## config.mk

```make
export PLATFORM = sky130hd
export DESIGN_NAME = mtime_bus_port
export DESIGN_NICKNAME = d
export VERILOG_FILES = /design/src/rtl/mtime_bus_port.sv
export SDC_FILE = /design/constraint.sdc
export NUM_CORES = 1
export LEC_CHECK = 0
export ABC_AREA = 1
export CORE_MARGIN = 3
export CORE_UTILIZATION = 47
export DETAILED_ROUTE_END_ITERATION = 16
export HOLD_SLACK_MARGIN = 0.15
export PLACE_DENSITY = 0.85
export SLEW_MARGIN = 20
export SYNTH_ARGS = -nofsm -noshare
export SYNTH_HDL_FRONTEND = slang
export SYNTH_SLANG_ARGS = --single-unit
export TNS_END_PERCENT = 5
```

## constraint.sdc

```tcl
create_clock -name clk -period 2.6 [get_ports clk]
set_input_delay 0.52 -clock clk [delete_from_list [all_inputs] [get_ports clk]]
set_output_delay 0.52 -clock clk [all_outputs]
set_load 0.005 [all_outputs]
```

## src/rtl/mtime_bus_port.sv

```systemverilog
`default_nettype none
// ============================================================================
// Module   : mtime_bus_port
// Purpose  : Memory-mapped front end for the machine timer registers
//            (mtime / mtimecmp, low and high words). Accepts one data-memory
//            request at a time, performs the access on the CSR unit's timer
//            port (read-modify-write for sub-word writes) and returns a
//            response. Misaligned or unmapped accesses get an error response
//            without touching the timer port.
// Ports    : clk, rst (async, active-low)
//            req_*  : request handshake (valid/ready, addr, we, wdata, be)
//            rsp_*  : response handshake (valid/ready, data, err)
//            mtime* : CSR timer port (address, write data, write strobe,
//                     combinational read data)
// Revision : 1.0 - initial release
// ============================================================================
module mtime_bus_port #(
  // Default map follows the usual CLINT layout.
  parameter logic [31:0] MTIME_LO_ADDR    = 32'h0200_BFF8,
  parameter logic [31:0] MTIME_HI_ADDR    = 32'h0200_BFFC,
  parameter logic [31:0] MTIMECMP_LO_ADDR = 32'h0200_4000,
  parameter logic [31:0] MTIMECMP_HI_ADDR = 32'h0200_4004
) (
  input  logic        clk,
  input  logic        rst,
  input  logic        req_valid_i,
  output logic        req_ready_o,
  input  logic [31:0] req_addr_i,
  input  logic        req_we_i,
  input  logic [31:0] req_wdata_i,
  input  logic [3:0]  req_be_i,
  output logic        rsp_valid_o,
  input  logic        rsp_ready_i,
  output logic [31:0] rsp_data_o,
  output logic        rsp_err_o,
  output logic [31:0] mtimeAddress_o,
  output logic [31:0] mtimeData_o,
  output logic        mtimeWe_o,
  input  logic [31:0] mtimeData_i
);

  typedef enum logic [1:0] {
    IDLE  = 2'd0,
    READ  = 2'd1,
    WRITE = 2'd2,
    RESP  = 2'd3
  } state_t;

  state_t      state_q, state_d;
  logic [31:0] addr_q,  addr_d;
  logic [31:0] wdata_q, wdata_d;
  logic [3:0]  be_q,    be_d;
  logic        we_q,    we_d;
  logic        err_q,   err_d;
  logic [31:0] data_q,  data_d;

  logic        w_hit;
  logic        w_req_err;
  logic [31:0] w_merged;

  // Address decode for the incoming request.
  assign w_hit = (req_addr_i == MTIME_LO_ADDR)    ||
                 (req_addr_i == MTIME_HI_ADDR)    ||
                 (req_addr_i == MTIMECMP_LO_ADDR) ||
                 (req_addr_i == MTIMECMP_HI_ADDR);

  assign w_req_err = (req_addr_i[1:0] != 2'b00) || !w_hit ||
                     (req_we_i && (req_be_i == 4'h0));

  // Byte merge of new write data over the value captured in READ. A full
  // write has every enable set, so it passes the request data unchanged.
  genvar gi;
  generate
    for (gi = 0; gi < 4; gi++) begin : g_merge
      assign w_merged[gi*8 +: 8] = be_q[gi] ? wdata_q[gi*8 +: 8]
                                            : data_q[gi*8 +: 8];
    end
  endgenerate

  always_ff @(posedge clk or negedge rst) begin
    if (!rst) begin
      state_q <= IDLE;
      addr_q  <= '0;
      wdata_q <= '0;
      be_q    <= '0;
      we_q    <= 1'b0;
      err_q   <= 1'b0;
      data_q  <= '0;
    end else begin
      state_q <= state_d;
      addr_q  <= addr_d;
      wdata_q <= wdata_d;
      be_q    <= be_d;
      we_q    <= we_d;
      err_q   <= err_d;
      data_q  <= data_d;
    end
  end

  always_comb begin
    state_d = state_q;
    addr_d  = addr_q;
    wdata_d = wdata_q;
    be_d    = be_q;
    we_d    = we_q;
    err_d   = err_q;
    data_d  = data_q;
    unique case (state_q)
      IDLE: begin
        if (req_valid_i) begin
          addr_d  = req_addr_i;
          we_d    = req_we_i;
          wdata_d = req_wdata_i;
          be_d    = req_be_i;
          err_d   = w_req_err;
          if (w_req_err)                         state_d = RESP;
          else if (req_we_i && req_be_i == 4'hF) state_d = WRITE;
          else                                   state_d = READ;  // read or RMW
        end
      end
      READ: begin
        data_d  = mtimeData_i;
        state_d = we_q ? WRITE : RESP;
      end
      WRITE: begin
        state_d = RESP;
      end
      RESP: begin
        if (rsp_ready_i) state_d = IDLE;
      end
      default: state_d = IDLE;
    endcase
  end

  // Outputs decoded purely from registered state so the timer port sees
  // stable address/data/strobe for the whole access cycle. Ready is gated
  // by rst so it stays low while reset is held.
  assign req_ready_o    = rst && (state_q == IDLE);
  assign mtimeAddress_o = (state_q == READ || state_q == WRITE) ? addr_q : '0;
  assign mtimeWe_o      = (state_q == WRITE);
  assign mtimeData_o    = (state_q == WRITE) ? w_merged : '0;
  assign rsp_valid_o    = (state_q == RESP);
  assign rsp_err_o      = (state_q == RESP) && err_q;
  assign rsp_data_o     = ((state_q == RESP) && !we_q && !err_q) ? data_q : '0;

endmodule
`default_nettype wire

```

Word level (Yosys, flattened, before mapping)

Cells that the tools add are included.

Register bits after elaboration: 104
Input bits: 105
Output and inout bits: 100
Word-level logic and storage cells: 50

Equality and inequality tests: 10
Mux-type cells: 13
Reductions and logical operators: 20

Operators with widths:

| cell                 | number |
|---|---|
| $eq 32x26->1 const B | 4 |
| $mux 32              | 3 |
| $mux 8               | 4 |
| $mux 2               | 4 |
| $pmux 2 s4           | 1 |
| $logic_and 1x1->1    | 6 |
| $logic_or 1x1->1     | 6 |
| $eq 2x2->1 const B   | 2 |
| $eq 4x4->1 const B   | 1 |
| $logic_not 4->1      | 1 |
| $reduce_and 2->1     | 2 |
| $logic_not 1->1      | 3 |
| $eq 2x1->1 const B   | 1 |
| $logic_not 2->1      | 1 |
| $ne 2x1->1 const B   | 1 |
| $ne 2x2->1 const B   | 1 |
| $reduce_bool 2->1    | 1 |
| $mux 1               | 1 |

Logic depth before layout (Yosys ltp)

Gate-level depths: netlist of run 1.

Depth in word-level cells: 10
Depth in mapped cells: 9

Worst setup path after synthesis of run 1

OpenSTA, ideal clock, no wires.

Kind: register -> output
From: reg state_q[0]
To: out mtimeAddress_o[11]
Arrival: 1.239 ns
Setup slack: 0.841 ns
Cell stages (with the launch flop): 7
Buffers on the path: 2
Path through: dfrtp_1 -> inv_1 -> ha_1 -> buf_2 -> clkbuf_1 -> nand2_1 -> inv_1

Longest elaborated chain between the ends: 3
Elaborated cells between the ends (all ways): 4

Ends and longest elaborated chain:

| item                                     | line | source |
|---|---|---|
| start, declared                          | 49   | `state_t state_q, state_d;` |
| start signal, assigned                   | 90   | `state_q <= state_d;` |
| $eq 2x1->1 or $eq 2x2->1 (tied branches) | 139  | `assign mtimeAddress_o = (state_q == READ \|\| state_q == WRITE) ? addr_q : '0;` |
| $logic_or 1x1->1 (*)                     | 139  |  |
| $mux 32 (*)                              | 139  |  |
| end, declared                            | 36   | `output logic [31:0] mtimeAddress_o,` |

Every way passes the cells marked *; elsewhere a longest branch is shown, timed or not.

Worst setup path in the final report of run 1

From: reg state_q[0]
To: out mtimeData_o[26]

Longest elaborated chain between the ends: 2

Ends and longest elaborated chain:

| item          | line | source |
|---|---|---|
| $eq 2x2->1    | 141  | `assign mtimeData_o = (state_q == WRITE) ? w_merged : '0;` |
| $mux 32       | 141  |  |
| end, declared | 37   | `output logic [31:0] mtimeData_o,` |

No other way between the ends.

==> impl_metrics.yaml, run 1 <==
timing:
  slew_headroom_pct: 50.2
  worst_slack_ns: 0.0262
  finalSetupViolCount: 0
  rsz0062_at_grt: "true"
  max_freq_mhz: 389
  fin_skew_ns: 0.0138
  hold_violations: 0
  maxSlewViolCount: 0
  worst_pin_slew_ns: 0.747
  fin_crit_ns: 2.57
  period_share_pct: 99.0
power_and_ir_drop:
  leakagePower_nw: 3.77
  power_density_mw_per_mm2: 1040
  netSwitchingFraction_pct: 38.8
  combPwrFrac_pct: 53.1
  intPower_mw: 4.76
  clockPowerShare_pct: 11.9
  pwr-share-seq_pct: 35.0
  vdd_drop_max_uv: 670
  power_switching_mw: 3.02
detailed_routing:
  remaining_drc_errors: 0
  via_count: 4936
  routed_wl_um: 14500
  drt_pass1_iterations: 5
  ant_nets: 0
  via_per_inst: 4.83
  drt-initial-drc-count: 326
  wl_per_cell_um: 14.1
job:
  maxCapViolCount: 0
global_routing:
  grt_remaining_overflow: 0
  grt_max_degree: 79
  grt_pass1_vias: 4776
  antenna_found_initial: 0
  grt.total_usage_pct: 24.0
  grt_pass1_wl_um: 22700
clock_network:
  clk_pin_slew_ns: 0.10
  cts_max_level: 3
  clock_sinks: 104
  cts_buffers: 9
  cts_tree: "yes"
  clock-root-buffer: "clkbuf_8"
  worstSkewPairLatency_ns: 0.36
  clockBufferDepth: 2
placement:
  dp_hpwl_um: 10600
  finalWeightedCongestion: 0.898
  port_buffers: 204
  dpl_worst_slack_ns: 0.318
  placed_area_mm2: 0.00724
finish:
  seq_area_mm2: 0.00260
  multi_input_area_mm2: 0.00195
  syn_to_final_growth_pct: 47.0
  fill_cells: 876
  drive_above_1_share_pct: 4.29
  fin_area_mm2: 0.00745
  fin_nets: 992
setup_path:
  worstSetupEndpoint: "mtimeData_o[26]"
  reg2regPathDepth: 5
  worstSetupStartpointType: "flop"
  cp.arrival_ns: 2.05
  critPathKind: "reg2out"
  r2r-start: "state_q[0]"
  worstPathMaxFanout: 12
  rr_endpoint: "data_q[0]"
  r2r_slack_ns: 0.98
  crit_required_ns: 2.08
  setup.worst_path.end_class: "output port"
  crit_start: "state_q[0]"
die:
  core_mm2: 0.0104
  pin_count: 205
  die_y_um: 110
  die_width_um: 110
  die_area_mm2: 0.0121
  rows: 37
  initial_core_util_pct: 48.7
synthesis:
  synth_warnings: 0
  synth_top_area_share_pct: 51.3
  synth.distinct_cells: 20
  synth_compound_area_share_pct: 12.0
  synth_top_family_by_area: "simple AND/OR/NAND/NOR gates"
  netlist_area_mm2: 0.00507
  synth-seq-cells: 104
  synth_mux_area_share_pct: 0
  netlist_top_cells_area: "dfrtp_1 (51%), nand2_1 (20%), inv_1 (7.1%)"
  synthCells: 691
  synthesis.nets: 801
  yosysSeqAreaShare_pct: 51.3
  yosysTopAreaCell: "dfrtp_1"
  synth_adder_area_share_pct: 1.23
  yosys.area_share.simple_pct: 25.1
  synth-xor-area-share_pct: 0
  avgSynthCellArea_um2: 7.34
outcome:
  outcome: "finished clean"
worst_hold_path:
  min_path_type: "in2async"
-- power by group through the flow --
stage | clock network, mW | registers, mW | logic [mW]
finish | 0.927 | 2.72 | 4.12
global route | 1.02 | 2.80 | 4.63
CTS | 0.961 | 2.72 | 4.15
detailed placement | 0 | 2.74 | 4.11
global placement | 0 | 2.71 | 4.00
floorplan | 0 | 2.64 | 2.12
-- layout by cell type (no fill, tap or decap), types with 3 or more instances in the layout --
master / netlist / routed
inv_1: 96 / 95
clkdlybuf4s50_1: 0 / 195
ha_1: 5 / 3
buf_4: 1 / 4
nand2_1: 266 / 266
o21ai_0: 67 / 67
nand3_1: 7 / 7
nor2_2: 3 / 3
nor2_1: 51 / 51
clkbuf_8: 0 / 11
o21ai_1: 17 / 17
a21oi_1: 33 / 33
buf_12: 0 / 4
dlygate4sd2_1: 0 / 6
dfrtp_1: 104 / 104
buf_6: 0 / 4
-- routing by layer --
layer | GRT usage [%] | wire (um)
met1 | 30.7 | 5980
met2 | 40.9 | 7160
met3 | 4.93 | 1060
met4 | 7.48 | 250
met5 | 0 | 0
-- Yosys cell counts --
cell	n
nand2_1	266
dfrtp_1	104
inv_1	96
o21ai_0	67
nor2_1	51
a21oi_1	33
buf_2	22
o21ai_1	17
clkbuf_1	12
nand3_1	7
ha_1	5
nor2_2	3
a21oi_2	1
buf_4	1
inv_2	1
nand2_2	1
nand3_2	1
nor3_1	1
o22ai_2	1
or2_0	1
-- sequential cells by signal, summed over array words and instances (netlist names) --
| signal | count |
|---|---|
| addr_q | 32 |
| err_q | 1 |
| we_q | 1 |
| data_q | 32 |
| be_q | 4 |
| wdata_q | 32 |
| state_q | 2 |
-- repair_timing --
item / CTS / global route
hold buffers: 0 / 0
endpoints found under the hold margin: 0 / 0
pin swaps: 0 / 0
cloned: 1 / 0
buffers inserted: 0 / 1
setup endpoints to repair: 31 / 90
gates resized for setup: 10 / 5
-- logic make-up (layout without fill, tap and decap cells) --
group           after synthesis  after routing
simple gates                331            331
buf+inv                     132            327
compound gates              119            119
flops                       104            104
fa+ha+maj                     5              5
other cells                   0              1
-- metrics by stage --
stage,power (mW),util [%],TNS (ns),hold slack (ns),cells
after global routing,8.45,71.5,-3.33,0.279,1022
after detailed placement,6.85,69.5,0,0.462,1005
after floorplan,4.76,-,0,0.224,691
after global placement,6.71,69.5,0,0.463,1005
after CTS,7.82,71.3,-0.197,0.243,1021
final,7.77,71.5,0,0.247,1023
-- area by class of cell --
| cell class | instances | area share [%] |
|---|---|---|
| flip-flops and latches | 104 | 34.9 |
| clock inverters | 4 | 0.403 |
| repair buffers | 215 | 29.3 |
| inverters | 97 | 4.89 |
| multi-input cells | 455 | 26.1 |
| diodes | 1 | 0.0336 |
| clock buffers | 11 | 2.03 |
| well taps | 136 | 2.28 |
-- how the worst min path moves through the flow --
stage	cells past startpoint	start	endpoint	slack [ns]
after floorplan	0	rst	addr_q[0]	0.22
after global placement	2	wdata_q[19]	wdata_q[19]	0.46
after detailed placement	2	wdata_q[28]	wdata_q[28]	0.46
after CTS	2	rst	state_q[0]	0.24
after global routing	2	rst	data_q[27]	0.28
final	2	rst	we_q	0.25
-- worst max-delay path, stage by stage, from the launching register on --
cell             delay [ns]
dfrtp_1                0.44
inv_2                  0.10
ha_2                   0.24
buf_6                  0.16
o21ai_0                0.08
a21oi_1                0.15
clkdlybuf4s50_1        0.52
Note: power is estimated with default switching activity, not from simulation.
==> inputs of run 2 (changes only) <==
--- a/config.mk
+++ b/config.mk
@@ -6,8 +6,10 @@
 export NUM_CORES = 1
 export LEC_CHECK = 0
 export ABC_AREA = 1
+export CAP_MARGIN = 20
 export CORE_MARGIN = 3
 export CORE_UTILIZATION = 47
+export CTS_CLUSTER_DIAMETER = 100
 export DETAILED_ROUTE_END_ITERATION = 16
 export HOLD_SLACK_MARGIN = 0.15
 export PLACE_DENSITY = 0.85
==> results of run 2 <==
The final DEF is identical to that of run 1; final timing and power are the same.
